===== src/rtl/fifo_rd_stream.sv =====
// Read-side drain for a FIFO with one-cycle read latency. A two-entry skid
// buffer turns FIFO pops into a valid/ready stream without losing words.
module fifo_rd_stream #(
    parameter int SIZE = 8
) (
    input  logic            rclk_i,
    input  logic            rrst_n_i,
    input  logic            en_i,
    input  logic            fifo_empty,
    input  logic [SIZE-1:0] dout,
    output logic            ren,
    output logic            m_valid_o,
    output logic [SIZE-1:0] m_data_o,
    input  logic            m_ready_i,
    output logic [1:0]      occ_o,
    output logic [15:0]     pop_cnt_o
);

    // Stream handshake: a word moves on a rising edge where m_valid_o and
    // m_ready_i are both 1; m_valid_o never drops and m_data_o never changes
    // while the word at the head is waiting for m_ready_i.

    logic            armed_q, armed_d;
    logic            inflight_q, inflight_d;
    logic [1:0]      occ_q, occ_d;
    logic [SIZE-1:0] head_q, head_d;
    logic [SIZE-1:0] tail_q, tail_d;
    logic [15:0]     pop_cnt_q, pop_cnt_d;

    logic            pop_out;
    logic [2:0]      committed;

    // A pop is only issued when the word it returns is guaranteed a slot,
    // counting the word already in flight and the one leaving this cycle.
    always_comb begin
        pop_out   = (occ_q != 2'd0) && m_ready_i;
        committed = {1'b0, occ_q} + {2'b00, inflight_q} - {2'b00, pop_out};
        ren       = armed_q && en_i && !fifo_empty && (committed < 3'd2);
    end

    always_comb begin
        armed_d    = 1'b1;
        inflight_d = ren;
        pop_cnt_d  = pop_cnt_q + {15'd0, ren};
        occ_d      = occ_q;
        head_d     = head_q;
        tail_d     = tail_q;

        case ({inflight_q, pop_out})
            2'b10: begin
                if (occ_q == 2'd0) begin
                    head_d = dout;
                    occ_d  = 2'd1;
                end else begin
                    tail_d = dout;
                    occ_d  = 2'd2;
                end
            end
            2'b01: begin
                head_d = tail_q;
                occ_d  = occ_q - 2'd1;
            end
            2'b11: begin
                // Occupancy holds; the captured word goes behind whatever stays.
                if (occ_q == 2'd1) begin
                    head_d = dout;
                end else begin
                    head_d = tail_q;
                    tail_d = dout;
                end
            end
            default: begin
            end
        endcase
    end

    always_ff @(posedge rclk_i or negedge rrst_n_i) begin
        if (!rrst_n_i) begin
            armed_q    <= 1'b0;
            inflight_q <= 1'b0;
            occ_q      <= 2'd0;
            head_q     <= '0;
            tail_q     <= '0;
            pop_cnt_q  <= 16'd0;
        end else begin
            armed_q    <= armed_d;
            inflight_q <= inflight_d;
            occ_q      <= occ_d;
            head_q     <= head_d;
            tail_q     <= tail_d;
            pop_cnt_q  <= pop_cnt_d;
        end
    end

    assign m_valid_o = (occ_q != 2'd0);
    assign m_data_o  = head_q;
    assign occ_o     = occ_q;
    assign pop_cnt_o = pop_cnt_q;

endmodule

===== config.mk =====
export PLATFORM = sky130hd
export DESIGN_NAME = fifo_rd_stream
export DESIGN_NICKNAME = d
export VERILOG_FILES = /design/src/rtl/fifo_rd_stream.sv
export SDC_FILE = /design/constraint.sdc
export NUM_CORES = 1
export LEC_CHECK = 0
export CAP_MARGIN = 15
export CORE_UTILIZATION = 60
export CTS_CLUSTER_DIAMETER = 80
export DETAILED_ROUTE_END_ITERATION = 12
export DONT_BUFFER_PORTS = 1
export PLACE_DENSITY = 0.76
export SYNTH_ARGS = -nofsm -noshare
export SYNTH_HDL_FRONTEND = slang
export SYNTH_SLANG_ARGS = --single-unit

===== constraint.sdc =====
create_clock -name rclk_i -period 10 [get_ports rclk_i]
set_input_delay 3 -clock rclk_i [delete_from_list [all_inputs] [get_ports rclk_i]]
set_output_delay 3 -clock rclk_i [all_outputs]
set_load 0.1 [all_outputs]

## Word level (Yosys, flattened, before mapping)

Index checks and enable logic that the tools add are counted.
Widths: inputs -> output; s select.

| cells by class | value |
|---|---|
| reductions and logical operators | 12 |
| $lt $le $gt $ge | 1 |
| equality and inequality tests | 7 |
| muxes and demuxes | 8 |
| $add $sub $neg | 4 |

Operator list:

| operator | number |
|---|---|
| $mux 8 | 4 |
| $pmux 8 s3 | 1 |
| $add 16x1->16 | 1 |
| $pmux 8 s2 | 1 |
| $ne 2x2->1 const B | 3 |
| $reduce_bool 2->1 | 3 |
| $eq 2x1->1 const B | 2 |
| $eq 2x2->1 const B | 2 |
| $logic_and 1x1->1 | 4 |
| $pmux 2 s2 | 1 |
| $add 2x1->3 | 1 |
| $lt 3x2->1 const B | 1 |
| $reduce_and 3->1 | 1 |
| $reduce_bool 3->1 | 1 |
| $sub 3x1->3 | 1 |
| $logic_not 2->1 | 1 |
| $mux 2 | 1 |
| $reduce_and 2->1 | 1 |
| $sub 2x1->2 const B | 1 |
| $logic_not 1->1 | 1 |

| storage, ports and cells | value |
|---|---|
| output and inout port bits | 28 |
| flip-flop bits (word level) | 36 |
| word-level logic and storage cells | 38 |
| input port bits | 13 |

## Depth between registers and ports, before layout

Gate-level depths: netlist of run 1.

| depth | value |
|---|---|
| word-level depth | 6 |
| depth in mapped cells | 13 |
| mapped depth without buffers | 13 |

## Worst setup path before layout of run 1

OpenSTA, ideal clock, no wires.

| path | value |
|---|---|
| path type | input to output |
| start | input m_ready_i |
| end | output ren |
| data required time | 7.000 ns |
| slack | 1.424 ns |
| arrival time | 5.576 ns |
| path buffers | 0 |
| stages on the path | 6 |
| cells stage by stage | nor2b_1 -> ha_1 -> nand2b_1 -> fa_1 -> nand4b_1 -> nor2_1 |

| between the ends | value |
|---|---|
| word-level cells in the longest chain between the ends | 4 |

Ends and longest elaborated chain:

| item | RTL line | source |
|---|---|---|
| start, declared | 14 | `input logic m_ready_i,` |
| $logic_and 1x1->1 | 36 | `pop_out = (occ_q != 2'd0) && m_ready_i;` |
| $sub 3x1->3 | 37 | `committed = {1'b0, occ_q} + {2'b00, inflight_q} - {2'b00, pop_out};` |
| $lt 3x2->1 | 38 | `ren = armed_q && en_i && !fifo_empty && (committed < 3'd2);` |
| $logic_and 1x1->1 | 38 |  |
| end, declared | 11 | `output logic ren,` |

Every way passes these cells.

## Worst setup path in the final report of run 1

Ends and elaborated chain as after synthesis.

==> results.py, run 1 <==
metrics = {
    "setup_path": {
        "cp_top_family": "simple AND/OR/NAND/NOR gates",
        "worstSetupStartpointType": "primary input",
        "reg2reg_depth": 13,
        "cpMaxStageDelayCell": "nor2_2",
        "crit_type": "primary input to primary output",
        "critical_path.cell_chain": "nor2b_1, ha_1, nand2b_1, fa_1, nand4b_1, nor2_2",
        "crit_buf_inv": 0,
        "path_max_fanout": 4,
        "path_depth": 6,
        "critPathCaptureType": "primary output",
        "cp_data_required_time_ns": 7.00,
        "cp.arrival_ns": 5.21,
        "slowest_delay_ns": 0.88,
    },
    "power_and_ir_drop": {
        "p_clk_share_pct": 11.7,
        "cellInternalPower_mw": 0.2579,
        "seqPwrFrac_pct": 68.5,
        "vdd_drop_max_mv": 0.2890,
        "leakagePower_nw": 0.7941,
        "power_density_nw_per_um2": 336.8,
        "comb_power_share_pct": 19.8,
        "swShare_pct": 56.26,
        "switchingPower_mw": 0.3317,
    },
    "synth": {
        "synth-main-ff-cell": "dfrtp_1",
        "yosys.area.top_type": "dfrtp_1",
        "synth-edff-count": 0,
        "synth_cells": 148,
        "netlist_area_sq_um": 1684,
        "avgSynthCellArea_sq_um": 11.38,
        "yosys.cell_types.count": 28,
        "async_flop_share_pct": 100.0,
        "synthTopCellsByCount": "36 x dfrtp_1, 16 x o21ai_0, 13 x nor2_1, 9 x mux2_2, 9 x xor2_1",
        "synth.yosys.seq_area_share_pct": 53.49,
        "synth.area.top_cells": "dfrtp_1 53%, mux2_2 6.0%, ha_1 5.2%",
        "synth_fp_nets": 169,
        "ys_ff_latch": 36,
        "netlist.area_leader.share_pct": 53.49,
        "yosys_warnings": 0,
        "yosysMostFrequentCell": "dfrtp_1",
    },
    "sta": {
        "setup_viol": 0,
        "finalHoldViolCount": 0,
        "finalCritPeriodShare_pct": 82.10,
        "slew_headroom_pct": 25.18,
        "fin_skew_ns": 0.007195,
        "rsz0062_at_grt": "no",
        "setup_tns_ns": 0,
        "drv_slew": 0,
        "fmax_ghz": 0.1218,
        "period_minus_slack_ns": 8.210,
        "worstMarginPinSlew_ns": 1.121,
    },
    "finish": {
        "final_nets": 173,
        "area_growth_pct": 3.938,
        "num_antenna_cells": 0,
        "layout-drive-gt1-share_pct": 12.50,
        "post-route-cell-area_sq_um": 1750,
        "n_fill_cell": 198,
    },
    "global_route": {
        "grt.total_usage_pct": 22.40,
        "grt_pass1_wl_um": 4581,
        "grt_max_degree": 37,
        "gr-total-overflow": 0,
        "antenna_found_initial": 0,
        "grt_pass1_vias": 1099,
    },
    "route": {
        "first_pass_iters": 4,
        "postRouteAntennaNets": 0,
        "wl_um": 2799,
        "drt-initial-drc-count": 22,
        "viasPerCell": 6.170,
        "drc": 0,
        "drt-wirelength-per-cell_um": 15.38,
        "num_vias": 1123,
    },
    "floorplan": {
        "die_h_um": 54.98,
        "die_x_um": 54.98,
        "die_area_sq_um": 3023,
        "ios": 41,
        "core_area_sq_um": 2567,
        "initial_utilization_pct": 65.59,
        "row_count": 18,
    },
    "clocking": {
        "cts_hold_buf": 0,
        "clk_pin_slew_ns": 0.10,
        "ctsLongestPathBuffers": 2,
        "clock_latency_ns": 0.33,
        "clockRootBuffer": "clkbuf_4",
        "htreeDepth": 2,
        "cts.sinks": 36,
        "cts_buffers": 5,
        "cts_tree": "built",
        "cts_setup_buffers": 0,
        "cts_resized": 0,
    },
    "place": {
        "io_buffer_count": 0,
        "place_congestion": 0.7383,
        "dp_hpwl_um": 2006,
        "place_area_sq_um": 1704,
    },
    "min_path": {
        "min_path_type": "flip-flop to flip-flop",
        "min_path_cells": 1,
    },
    "run": {
        "maxCapViolCount": 0,
    },
    "outcome": {
        "outcome": "finished, final reports clean",
    },
}
-- worst register-to-register path, delay by kind of cell, from the launching register on --
kind	cells	cell delay, ns
DFF	1	1.01
xor gates and xnor gates	1	0.11
buffers and inverters	1	0.20
adders and majority gates	5	1.81
and+or+nand+nor	6	1.97
-- cell type report --
type,instances,area (sq um),area share [%]
clock buffer,6,41.29,2.359
clock inverter,1,5.005,0.2859
inverter,7,26.28,1.501
multi-input combinational,102,739.5,42.24
sequential,36,900.9,51.47
tap,30,37.54,2.144
-- power groups by stage --
| stage | Clock (mW) | Sequential (mW) | Combinational (mW) |
|---|---|---|---|
| after floorplan | 0 | 0.399 | 0.102 |
| after global placement | 0 | 0.405 | 0.113 |
| after detailed placement | 0 | 0.408 | 0.118 |
| after CTS | 0.0717 | 0.404 | 0.118 |
| after global routing | 0.0786 | 0.411 | 0.132 |
| final | 0.0690 | 0.404 | 0.117 |
-- worst paths after layout --
kind                           start  slack (ns)       endpoint
setup / recovery           m_ready_i        1.79            ren
hold reg to reg            tail_q[5]        0.51      tail_q[5]
max in group asynchronous   rrst_n_i        7.57   pop_cnt_o[5]
hold / removal             tail_q[5]        0.51      tail_q[5]
min in group asynchronous   rrst_n_i        2.35    m_data_o[4]
setup reg to reg            occ_o[1]        4.74  pop_cnt_o[14]
-- registers in the layout, indices dropped and copies added (netlist names) --
register,count
pop_cnt_o,16
m_data_o,8
tail_q,8
occ_o,2
armed_q,1
inflight_q,1
-- through the flow --
step	util [%]	instances	total power [mW]	hold WS [ns]	setup slack [ns]
after global routing	68.18	182	0.6223	0.5237	1.700
final	68.18	182	0.5896	0.5113	1.790
after CTS	68.18	182	0.5939	0.5126	1.767
after floorplan	-	148	0.5014	0.4741	1.424
after detailed placement	66.37	175	0.5252	0.4899	1.770
after global placement	66.37	175	0.5176	0.4827	1.820
-- cells by family after synthesis --
group,after synthesis,synth area share (%)
AO/OA/AOI/OAI,26,9.213
XOR/XNOR,15,7.801
adder cells (fa/ha/maj),8,6.389
buffers and inverters,10,2.749
flip-flops,36,53.49
multiplexers,12,7.801
other,1,0.2227
AND/OR/NAND/NOR,40,12.33
-- layer usage --
metal  track usage (%)  vias to the layer above  part of all wire [%]
li1                  -                      522                     -
met1             27.05                      558                    43
met2             35.14                       37                    47
met3             10.66                        6                   8.1
met4             7.500                        0                   1.2
met5                 0                        -                     0
-- cell usage in the layout, fill, tap and decap left out, drive strengths merged --
master	synthesis	layout
inv	7	7
mux2i	3	3
ha	7	7
a211oi	1	1
xor2	9	9
nand3	8	8
clkbuf	1	6
and2	1	1
nand4	3	3
conb	1	1
xnor2	6	6
clkinv	0	1
nand2b	1	1
nand2	2	2
nor2b	2	2
nand4b	1	1
nor2	13	13
a31oi	8	8
o21ai	16	16
nor3	4	4
fa	1	1
mux2	9	9
nor4	4	4
dfrtp	36	36
a21oi	1	1
and3	1	1
(Power assumes the default switching activity.)
==> inputs of run 2 (changes only) <==
--- a/config.mk
+++ b/config.mk
@@ -6,11 +6,11 @@
 export NUM_CORES = 1
 export LEC_CHECK = 0
 export CAP_MARGIN = 15
-export CORE_UTILIZATION = 60
+export CORE_UTILIZATION = 55
 export CTS_CLUSTER_DIAMETER = 80
 export DETAILED_ROUTE_END_ITERATION = 12
 export DONT_BUFFER_PORTS = 1
-export PLACE_DENSITY = 0.76
+export PLACE_DENSITY = 0.73
 export SYNTH_ARGS = -nofsm -noshare
 export SYNTH_HDL_FRONTEND = slang
 export SYNTH_SLANG_ARGS = --single-unit
==> constraint.sdc (replaced) <==
create_clock -name rclk_i -period 7.4 [get_ports rclk_i]
set_input_delay 2.22 -clock rclk_i [delete_from_list [all_inputs] [get_ports rclk_i]]
set_output_delay 2.22 -clock rclk_i [all_outputs]
set_load 0.1 [all_outputs]
==> run 2 against run 1 <==
The run now ends with design-rule violations left. Wire length grew 7.4%. Global-route usage shrank 1.6 points. First-iteration DRC count grew 120%. Critical path depth grew 1. Final cell count grew 1.6%. Non-clock buffer count grew 1. Core utilization shrank 4.9 points. Sequential power grew 35%. Register-to-register slack lost 2.0 ns. Clock skew grew 0.0037 ns. Clock power grew 97%. Combinational power grew 38%.
==> results.py, run 2 (synthesis gave the netlist of run 1 again) <==
metrics = {
    "setup_path": {
        "critPathCaptureType": "primary output",
        "crit_type": "primary input to primary output",
        "cp_data_required_time_ns": 5.18,
        "crit_buf_inv": 1,
        "worstSetupStartpointType": "primary input",
        "rrSetupSlack_ns": 2.76,
        "cp_top_family": "adder cells",
        "critical_path.cell_chain": "nor2b_1, ha_1, nand2b_1, fa_1, nand4b_1, nor2_2, buf_4",
        "cp.arrival_ns": 3.97,
        "path_max_fanout": 4,
        "slowest_delay_ns": 0.52,
        "cpMaxStageDelayCell": "fa_1",
    },
    "floorplan": {
        "row_count": 19,
        "ios": 41,
        "die_x_um": 57.34,
        "die_h_um": 57.34,
        "initial_utilization_pct": 59.53,
        "die_area_sq_um": 3287,
        "core_area_sq_um": 2829,
    },
    "route": {
        "first_pass_iters": 8,
        "num_vias": 1118,
        "viasPerCell": 6.043,
        "drc": 6,
        "drt-wirelength-per-cell_um": 16.24,
        "postRouteAntennaNets": 0,
        "drt-initial-drc-count": 48,
        "wl_um": 3005,
    },
    "place": {
        "place_area_sq_um": 1713,
        "io_buffer_count": 0,
        "dp_hpwl_um": 2151,
        "place_congestion": 0.7664,
        "placed_cells_incl_taps": 177,
    },
    "finish": {
        "num_antenna_cells": 0,
        "area_growth_pct": 6.241,
        "final_nets": 174,
        "final_common_cell": "dfrtp_1",
        "stdcell_count": 185,
        "layout-drive-gt1-share_pct": 13.64,
        "n_fill_cell": 240,
        "post-route-cell-area_sq_um": 1789,
        "largest_reg_flops": 16,
        "layout_common_cells": "36 x dfrtp_1, 16 x o21ai_0, 12 x nor2_1",
    },
    "sta": {
        "finalCritPeriodShare_pct": 83.63,
        "finalHoldViolCount": 0,
        "period_minus_slack_ns": 6.189,
        "setup_tns_ns": 0,
        "setup_viol": 0,
        "fin_skew_ns": 0.01085,
        "drv_slew": 0,
        "worstMarginPinSlew_ns": 1.031,
        "slew_headroom_pct": 31.28,
        "rsz0062_at_grt": "no",
        "fmax_ghz": 0.1616,
    },
    "clocking": {
        "clk_pin_slew_ns": 0.11,
        "cts.sinks": 36,
        "ctsLongestPathBuffers": 2,
        "cts_resized": 0,
        "htreeDepth": 2,
        "clockRootBuffer": "clkbuf_4",
        "cts_tree": "built",
        "cts_buffers": 5,
        "cts_setup_buffers": 0,
        "clock_latency_ns": 0.34,
        "cts_hold_buf": 0,
    },
    "outcome": {
        "outcome": "finished, violations left",
        "violations": "design-rule violations",
    },
    "power_and_ir_drop": {
        "seqPwrFrac_pct": 64.8,
        "comb_power_share_pct": 19.1,
        "swShare_pct": 54.29,
        "p_clk_share_pct": 16.1,
        "power_density_nw_per_um2": 471.2,
        "switchingPower_mw": 0.4577,
        "vdd_drop_max_mv": 0.3045,
        "leakagePower_nw": 0.8136,
        "cellInternalPower_mw": 0.3854,
        "p_total_mw": 0.8432,
    },
    "global_route": {
        "grt_max_degree": 37,
        "gr-total-overflow": 0,
        "grt_pass1_vias": 1152,
        "antenna_found_initial": 0,
        "grt.total_usage_pct": 20.85,
        "grt_pass1_wl_um": 5092,
    },
    "run": {
        "maxCapViolCount": 0,
    },
    "min_path": {
        "min_path_type": "flip-flop to flip-flop",
    },
}
## run 2: final timing paths
| check | cells past startpoint | endpoint | startpoint |
|---|---|---|---|
| max | 7 | ren | m_ready_i |
| max reg2reg | 14 | pop_cnt_o[12] | occ_o[1] |
| min | 1 | tail_q[7] | tail_q[7] |
| min reg2reg | 1 | tail_q[7] | tail_q[7] |
| max in group asynchronous | 0 | pop_cnt_o[3] | rrst_n_i |
| min in group asynchronous | 0 | m_data_o[1] | rrst_n_i |
## run 2: cell type report
cell class,count,area [sq um],share of cell area [%]
Timing Repair Buffer,1,7.507,0.4196
Clock buffer,6,41.29,2.308
Multi-Input combinational cell,102,739.5,41.33
Tap cell,31,38.79,2.168
Clock inverter,2,35.03,1.958
Sequential cell,36,900.9,50.35
Inverter,7,26.28,1.469
## run 2: power groups by stage
stage	Clock [mW]	Sequential [mW]	Combinational (mW)
after CTS	0.139	0.547	0.163
after global placement	0	0.547	0.155
final	0.136	0.546	0.161
after detailed placement	0	0.552	0.162
after global routing	0.146	0.555	0.181
after floorplan	0	0.540	0.138
## run 2: per-stage QoR
| stage | util, % | worst slack (ns) | hold WS (ns) |
|---|---|---|---|
| after floorplan | - | 0.3839 | 0.4741 |
| after global placement | 60.55 | 1.256 | 0.4822 |
| after detailed placement | 60.55 | 1.210 | 0.4901 |
| after CTS | 63.25 | 1.201 | 0.5153 |
| after global routing | 63.25 | 1.107 | 0.5350 |
| final | 63.25 | 1.211 | 0.5139 |
## run 2: worst reg2reg max path: cells and delay by family, from the launching register on
| kind | cells | cell delay, ns |
|---|---|---|
| xor gates and xnor gates | 1 | 0.11 |
| adders and majority gates | 5 | 1.72 |
| buffers and inverters | 2 | 0.51 |
| DFF | 1 | 1.02 |
| and+or+nand+nor | 6 | 1.13 |
## run 2: per-layer routing
layer	up-vias	share of wire [%]	wire (um)	track usage [%]
li1	527	-	-	-
met1	544	42	1262	24.17
met2	40	49	1472	34.62
met3	7	7.3	220	7.937
met4	0	1.7	50	9.059
met5	-	0	0	0
